[config.mk]
export PLATFORM = sky130hd
export DESIGN_NAME = sha_state_ctrl
export DESIGN_NICKNAME = d
export VERILOG_FILES = /design/src/rtl/sha_state_ctrl.sv
export SDC_FILE = /design/constraint.sdc
export NUM_CORES = 1
export LEC_CHECK = 0
export ABC_AREA = 1
export BUFFER_PORTS_ARGS = -buffer_cell sky130_fd_sc_hd__buf_2
export CELL_PAD_IN_SITES_DETAIL_PLACEMENT = 0
export CELL_PAD_IN_SITES_GLOBAL_PLACEMENT = 2
export CORE_UTILIZATION = 32
export DETAILED_ROUTE_END_ITERATION = 8
export GPL_TIMING_DRIVEN = 1
export PLACE_DENSITY = 0.81
export SLEW_MARGIN = 5
export SYNTH_ARGS = -nofsm -noshare
export SYNTH_HDL_FRONTEND = slang
export SYNTH_SLANG_ARGS = --single-unit
[constraint.sdc]
create_clock -name clk -period 1.8 [get_ports clk]
set_input_delay 0.36 -clock clk [delete_from_list [all_inputs] [get_ports clk]]
set_output_delay 0.36 -clock clk [all_outputs]
set_load 0.02 [all_outputs]
[src/rtl/sha_state_ctrl.sv]
// Sequencer for a SHA state-accumulator unit: issues one acc_run per block, waits for acc_done, counts blocks.
// Latency: start write edge -> acc_run next cycle; min 3 cycles/block; registered one-cycle ready per request.
// Backpressure: valid held until the ready pulse; optional watchdog enabled by macro SHA_CTRL_TIMEOUT_EN.
module sha_state_ctrl #(
  parameter int ADDR_W  = 2,
  parameter int DATA_W  = 32,
  parameter int TIMEOUT = 1024
) (
  input  logic                clk,
  input  logic                rst,
  input  logic                valid,
  input  logic [ADDR_W-1:0]   addr,
  input  logic [DATA_W/8-1:0] wstrb,
  input  logic [DATA_W-1:0]   wdata,
  output logic                ready,
  output logic [DATA_W-1:0]   rdata,
  output logic                acc_run,
  input  logic                acc_done,
  output logic [31:0]         acc_delay,
  output logic                busy,
  output logic                done
);

  typedef enum logic [1:0] {S_IDLE, S_ISSUE, S_WAIT, S_FINISH} state_t;

  state_t             r_state;
  state_t             w_state_nxt;
  logic               r_ready;
  logic [DATA_W-1:0]  r_rdata;
  logic [15:0]        r_nblocks;
  logic [31:0]        r_delay;
  logic [15:0]        r_count;
  logic               r_done;
  logic               r_guard;
  logic               w_error;
  logic               w_timeout;
  logic               w_acc_run;
  logic [31:0]        w_rmux;

  // Bus decode: reads are captured when the request is first seen, writes land on the ready edge.
  wire w_req_rd    = valid & ~r_ready & ~(|wstrb);
  wire w_wr        = valid & r_ready & (|wstrb);
  wire w_ctrl_wr   = w_wr & (addr[1:0] == 2'd0);
  wire w_abort     = w_ctrl_wr & wdata[1];
  wire w_start     = w_ctrl_wr & wdata[0] & ~wdata[1];
  wire w_idle      = (r_state == S_IDLE);
  wire w_cfg_wr    = w_wr & w_idle;
  wire [15:0] w_count_inc = r_count + 16'd1;
  // The first WAIT cycle ignores acc_done since it may still be high from the previous run.
  wire w_blk_done  = (r_state == S_WAIT) & ~r_guard & acc_done & ~w_abort;

`ifdef SHA_CTRL_TIMEOUT_EN
  logic [31:0] r_wdog;
  logic        r_error;

  // Watchdog: cleared while issuing, counts every WAIT cycle.
  always_ff @(posedge clk or negedge rst) begin
    if (!rst) begin
      r_wdog <= '0;
    end else if (r_state == S_ISSUE) begin
      r_wdog <= '0;
    end else if (r_state == S_WAIT) begin
      r_wdog <= r_wdog + 32'd1;
    end
  end

  // Error flag: raised by the watchdog, cleared by the next accepted start.
  always_ff @(posedge clk or negedge rst) begin
    if (!rst) begin
      r_error <= 1'b0;
    end else if (w_idle && w_start) begin
      r_error <= 1'b0;
    end else if (w_timeout) begin
      r_error <= 1'b1;
    end
  end

  assign w_error = r_error;
`else
  assign w_error = 1'b0;
`endif

  // FSM state register.
  always_ff @(posedge clk or negedge rst) begin
    if (!rst) begin
      r_state <= S_IDLE;
    end else begin
      r_state <= w_state_nxt;
    end
  end

  // Next-state and run pulse; abort suppresses acc_run in the cycle it lands.
  always_comb begin
    w_state_nxt = r_state;
    w_acc_run   = 1'b0;
    w_timeout   = 1'b0;
    case (r_state)
      S_IDLE: begin
        if (w_start) begin
          w_state_nxt = (r_nblocks == 16'd0) ? S_FINISH : S_ISSUE;
        end
      end
      S_ISSUE: begin
        if (w_abort) begin
          w_state_nxt = S_IDLE;
        end else begin
          w_acc_run   = 1'b1;
          w_state_nxt = S_WAIT;
        end
      end
      S_WAIT: begin
        if (w_abort) begin
          w_state_nxt = S_IDLE;
        end else if (w_blk_done) begin
          w_state_nxt = (w_count_inc == r_nblocks) ? S_FINISH : S_ISSUE;
        end
`ifdef SHA_CTRL_TIMEOUT_EN
        else if (r_wdog == 32'(TIMEOUT - 1)) begin
          w_timeout   = 1'b1;
          w_state_nxt = S_IDLE;
        end
`endif
      end
      S_FINISH: begin
        w_state_nxt = S_IDLE;
      end
      default: begin
        w_state_nxt = S_IDLE;
      end
    endcase
  end

  // Guard flag marks the first WAIT cycle after each issue.
  always_ff @(posedge clk or negedge rst) begin
    if (!rst) begin
      r_guard <= 1'b0;
    end else begin
      r_guard <= (r_state == S_ISSUE);
    end
  end

  // Block counter and sticky done flag; both cleared by an accepted start.
  always_ff @(posedge clk or negedge rst) begin
    if (!rst) begin
      r_count <= '0;
      r_done  <= 1'b0;
    end else if (w_idle && w_start) begin
      r_count <= '0;
      r_done  <= 1'b0;
    end else begin
      if (w_blk_done) begin
        r_count <= w_count_inc;
      end
      if (r_state == S_FINISH) begin
        r_done <= 1'b1;
      end
    end
  end

  // Configuration registers, frozen while a sequence is running.
  always_ff @(posedge clk or negedge rst) begin
    if (!rst) begin
      r_nblocks <= '0;
      r_delay   <= '0;
    end else if (w_cfg_wr) begin
      if (addr[1:0] == 2'd1) begin
        r_nblocks <= wdata[15:0];
      end
      if (addr[1:0] == 2'd2) begin
        r_delay <= wdata[31:0];
      end
    end
  end

  // Read mux; CTRL reads as zero.
  always_comb begin
    w_rmux = '0;
    case (addr[1:0])
      2'd1:    w_rmux = {16'd0, r_nblocks};
      2'd2:    w_rmux = r_delay;
      2'd3:    w_rmux = {r_count, 13'd0, w_error, r_done, ~w_idle};
      default: w_rmux = '0;
    endcase
  end

  // Handshake: one-cycle ready pulse, rdata valid alongside it.
  always_ff @(posedge clk or negedge rst) begin
    if (!rst) begin
      r_ready <= 1'b0;
      r_rdata <= '0;
    end else begin
      r_ready <= valid & ~r_ready;
      r_rdata <= w_req_rd ? DATA_W'(w_rmux) : '0;
    end
  end

  assign ready     = r_ready;
  assign rdata     = r_rdata;
  assign acc_run   = w_acc_run;
  assign acc_delay = r_delay;
  assign busy      = ~w_idle;
  assign done      = r_done;

endmodule
==> reports/qor.yml <==
grt_max_degree: 70
outcome: "finished with violations"
place.gp.congestion: 0.867
vias: 4083
gr-total-overflow: 0
clockPowerShare_pct: 21.0
crit_path_end_kind: "output pin"
max-clock-path-buffers: 2
switching_power_mw: 3.69
numClockSinks: 101
placementRows: 43
clkTransAtPathRegs_ns: 0.07
grt_pass1_wl_mm: 21.4
drv_cap: 0
max-slew-margin-rel_pct: 67.7
die_h_um: 123
die-width_um: 123
synth_area_per_cell_um2: 8.94
holdCritPathClass: "in -> reg"
whs_ns: 0.220
drt_wl_total_mm: 13.4
rsz0062_at_grt: "yes"
core-area_um2: 14100
first_global_vias: 4128
area_growth_pct: 28.7
start_util_pct: 33.3
drtAntennaViolNets: 0
power_leakage_nw: 2.97
antennaDiodeCount: 0
cts_buffers: 9
power_density_nw_per_um2: 1510
power_frac_seq_pct: 40.8
io_pins: 110
p_sw_share_pct: 40.5
drt_pass1_iterations: 4
drt-initial-drc-count: 174
drive_above_1_share_pct: 32.0
worst_slew_pin_slew_ns: 0.484
cts_tree: "yes"
wire_per_inst_um: 15.9
finalHoldViolCount: 0
pwr-share-comb_pct: 38.2
timing.fmax_mhz: 551
path_max_fanout: 4
syn-cell-area_um2: 4700
synth_seq_area_share_pct: 53.8
fin_skew_ns: 0.00858
post-place-ws_ns: -0.00540
antenna_found_initial: 0
peakVddDrop_mv: 0.500
clock_latency_ns: 0.35
yosys_warnings: 0
postSynthCellCount: 525
finalNetCount: 700
portBuffers: 109
grt_usage_pct: 18.8
dieArea_um2: 15200
worstPathRequired_ns: 1.44
p_int_mw: 5.42
period_needed_ns: 1.82
synth_seq_cells: 101
root_buffer: "clkbuf_16"
synth_cell_types: 28
critPathLaunchType: "flop"
violations: "setup timing"
crit_type: "reg -> out"
finalPower_mw: 9.11
setup_viol: 1
min_period_over_period_pct: 101
drcViolationCount: 0
routed_via_density: 4.85
syn-num-nets: 568
htreeDepth: 3
fin_ws_ns: -0.0155
hpwlAfterDp_mm: 9.99
finalMaxSlewViolations: 0
worst-endpoint-arrival_ns: 1.46
[cells in the mapped netlist]
cell	number	area (um2)
a21oi_1	35	175
buf_2	2	10.0
buf_4	4	30.0
clkbuf_1	11	41.3
clkinv_1	1	3.75
dfrtp_1	101	2530
ha_1	1	12.5
inv_1	52	195
mux2_1	2	22.5
mux2_2	29	327
nand2_1	157	589
nand2_2	3	18.8
nand3_1	29	145
nand3_2	1	10.0
nand3b_1	1	7.51
nand4_1	11	68.8
nor2_1	26	97.6
nor2_2	2	12.5
nor2_4	5	56.3
nor3_1	2	10.0
nor3_2	1	10.0
nor4_1	2	12.5
o211ai_1	1	7.51
o21ai_0	29	145
o21ai_1	2	10.0
o22ai_1	9	56.3
xnor3_1	3	67.6
xor2_1	3	26.3
[through the flow]
step	setup TNS, ns	cells	util [%]	cell area (um2)
finish	-0.0155	842	42.9	6040
global route	-0.214	842	42.9	6040
CTS	-0.00434	840	42.2	5950
detailed placement	-0.00540	822	40.1	5650
global placement	0	822	40.1	5650
floorplan	0	525	-	4700
[final timing paths]
check,startpoint,end,slack [ns],cells past startpoint
hold / removal,wdata[26],acc_delay[26]$_DFFE_PN0P_,0.22,2
setup / recovery,r_state[1]$_DFFE_PN0P_,acc_run,-0.02,5
max in group asynchronous,rst,r_count[5]$_DFFE_PN0P_,0.85,3
min in group asynchronous,rst,acc_delay[28]$_DFFE_PN0P_,0.36,2
setup reg to reg,r_count[1]$_DFFE_PN0P_,r_state[1]$_DFFE_PN0P_,0.03,16
hold reg to reg,ready$_DFF_PN0_,ready$_DFF_PN0_,0.48,1
[metal layers]
metal | GRT usage, % | wire (um) | part of all wire (%) | vias up
met5 | 0 | 0 | 0 | -
met4 | 7.45 | 292 | 2.2 | 0
met3 | 3.09 | 503 | 3.8 | 17
met2 | 32.3 | 6650 | 50 | 96
met1 | 23.5 | 5950 | 44 | 1996
li1 | - | - | - | 1974
[flip-flops by register name (all words and copies together) (netlist names)]
signal	cells
done	1
r_count	16
acc_delay	32
r_guard	1
r_state	2
rdata	32
ready	1
r_nblocks	16
[worst max-delay path: stages, from the launching register on]
cell and delay (ns):
dfrtp_1 0.43, buf_4 0.17, nor2_1 0.18, nand2_2 0.12, inv_1 0.06, buf_2 0.15
[cells by family after synthesis]
kind of cell,count (synthesis),share of synthesized area [%]
simple gates,240,22.1
flops,101,53.8
compound gates,76,8.39
buf+inv,70,5.97
mux,31,7.43
xor+xnor,6,2.00
fa+ha+maj,1,0.266
[repair_timing]
action / CTS / global route
hold buffers: 1 / 0
gates resized for setup: 2 / 23
pin swaps: 2 / 11
buffers inserted: 1 / 2
endpoints found under the setup margin: 2 / 2
endpoints found under the hold margin: 6 / 0
[cell usage in the layout (no fill, tap or decap), types with 6 or more instances in the layout]
cell	n
nand2_2	7
nor2_4	6
o21ai_0	28
nand2_1	151
mux2_2	29
clkbuf_16	9
nand4_1	11
inv_1	51
buf_4	22
nor2_1	21
o22ai_1	9
a21oi_1	35
nand3_1	27
nor2_2	6
dfrtp_1	99
buf_2	108
[power groups by stage]
stage | logic (mW) | registers [mW] | clock network [mW]
final | 3.48 | 3.71 | 1.91
after global routing | 3.89 | 3.82 | 2.05
after CTS | 3.39 | 3.69 | 1.97
after detailed placement | 3.35 | 3.74 | 0
after global placement | 3.31 | 3.70 | 0
after floorplan | 1.67 | 4.00 | 0
[area by class of cell]
cell class / count / area (um2)
Clock buffer: 11 / 243
Clock inverter: 5 / 41.3
Fill cell: 1454 / 8050
Inverter: 53 / 199
Multi-Input combinational cell: 354 / 1970
Sequential cell: 101 / 2530
Tap cell: 180 / 225
Timing Repair Buffer: 138 / 838
No activity file was read; power rests on OpenSTA's default activity.
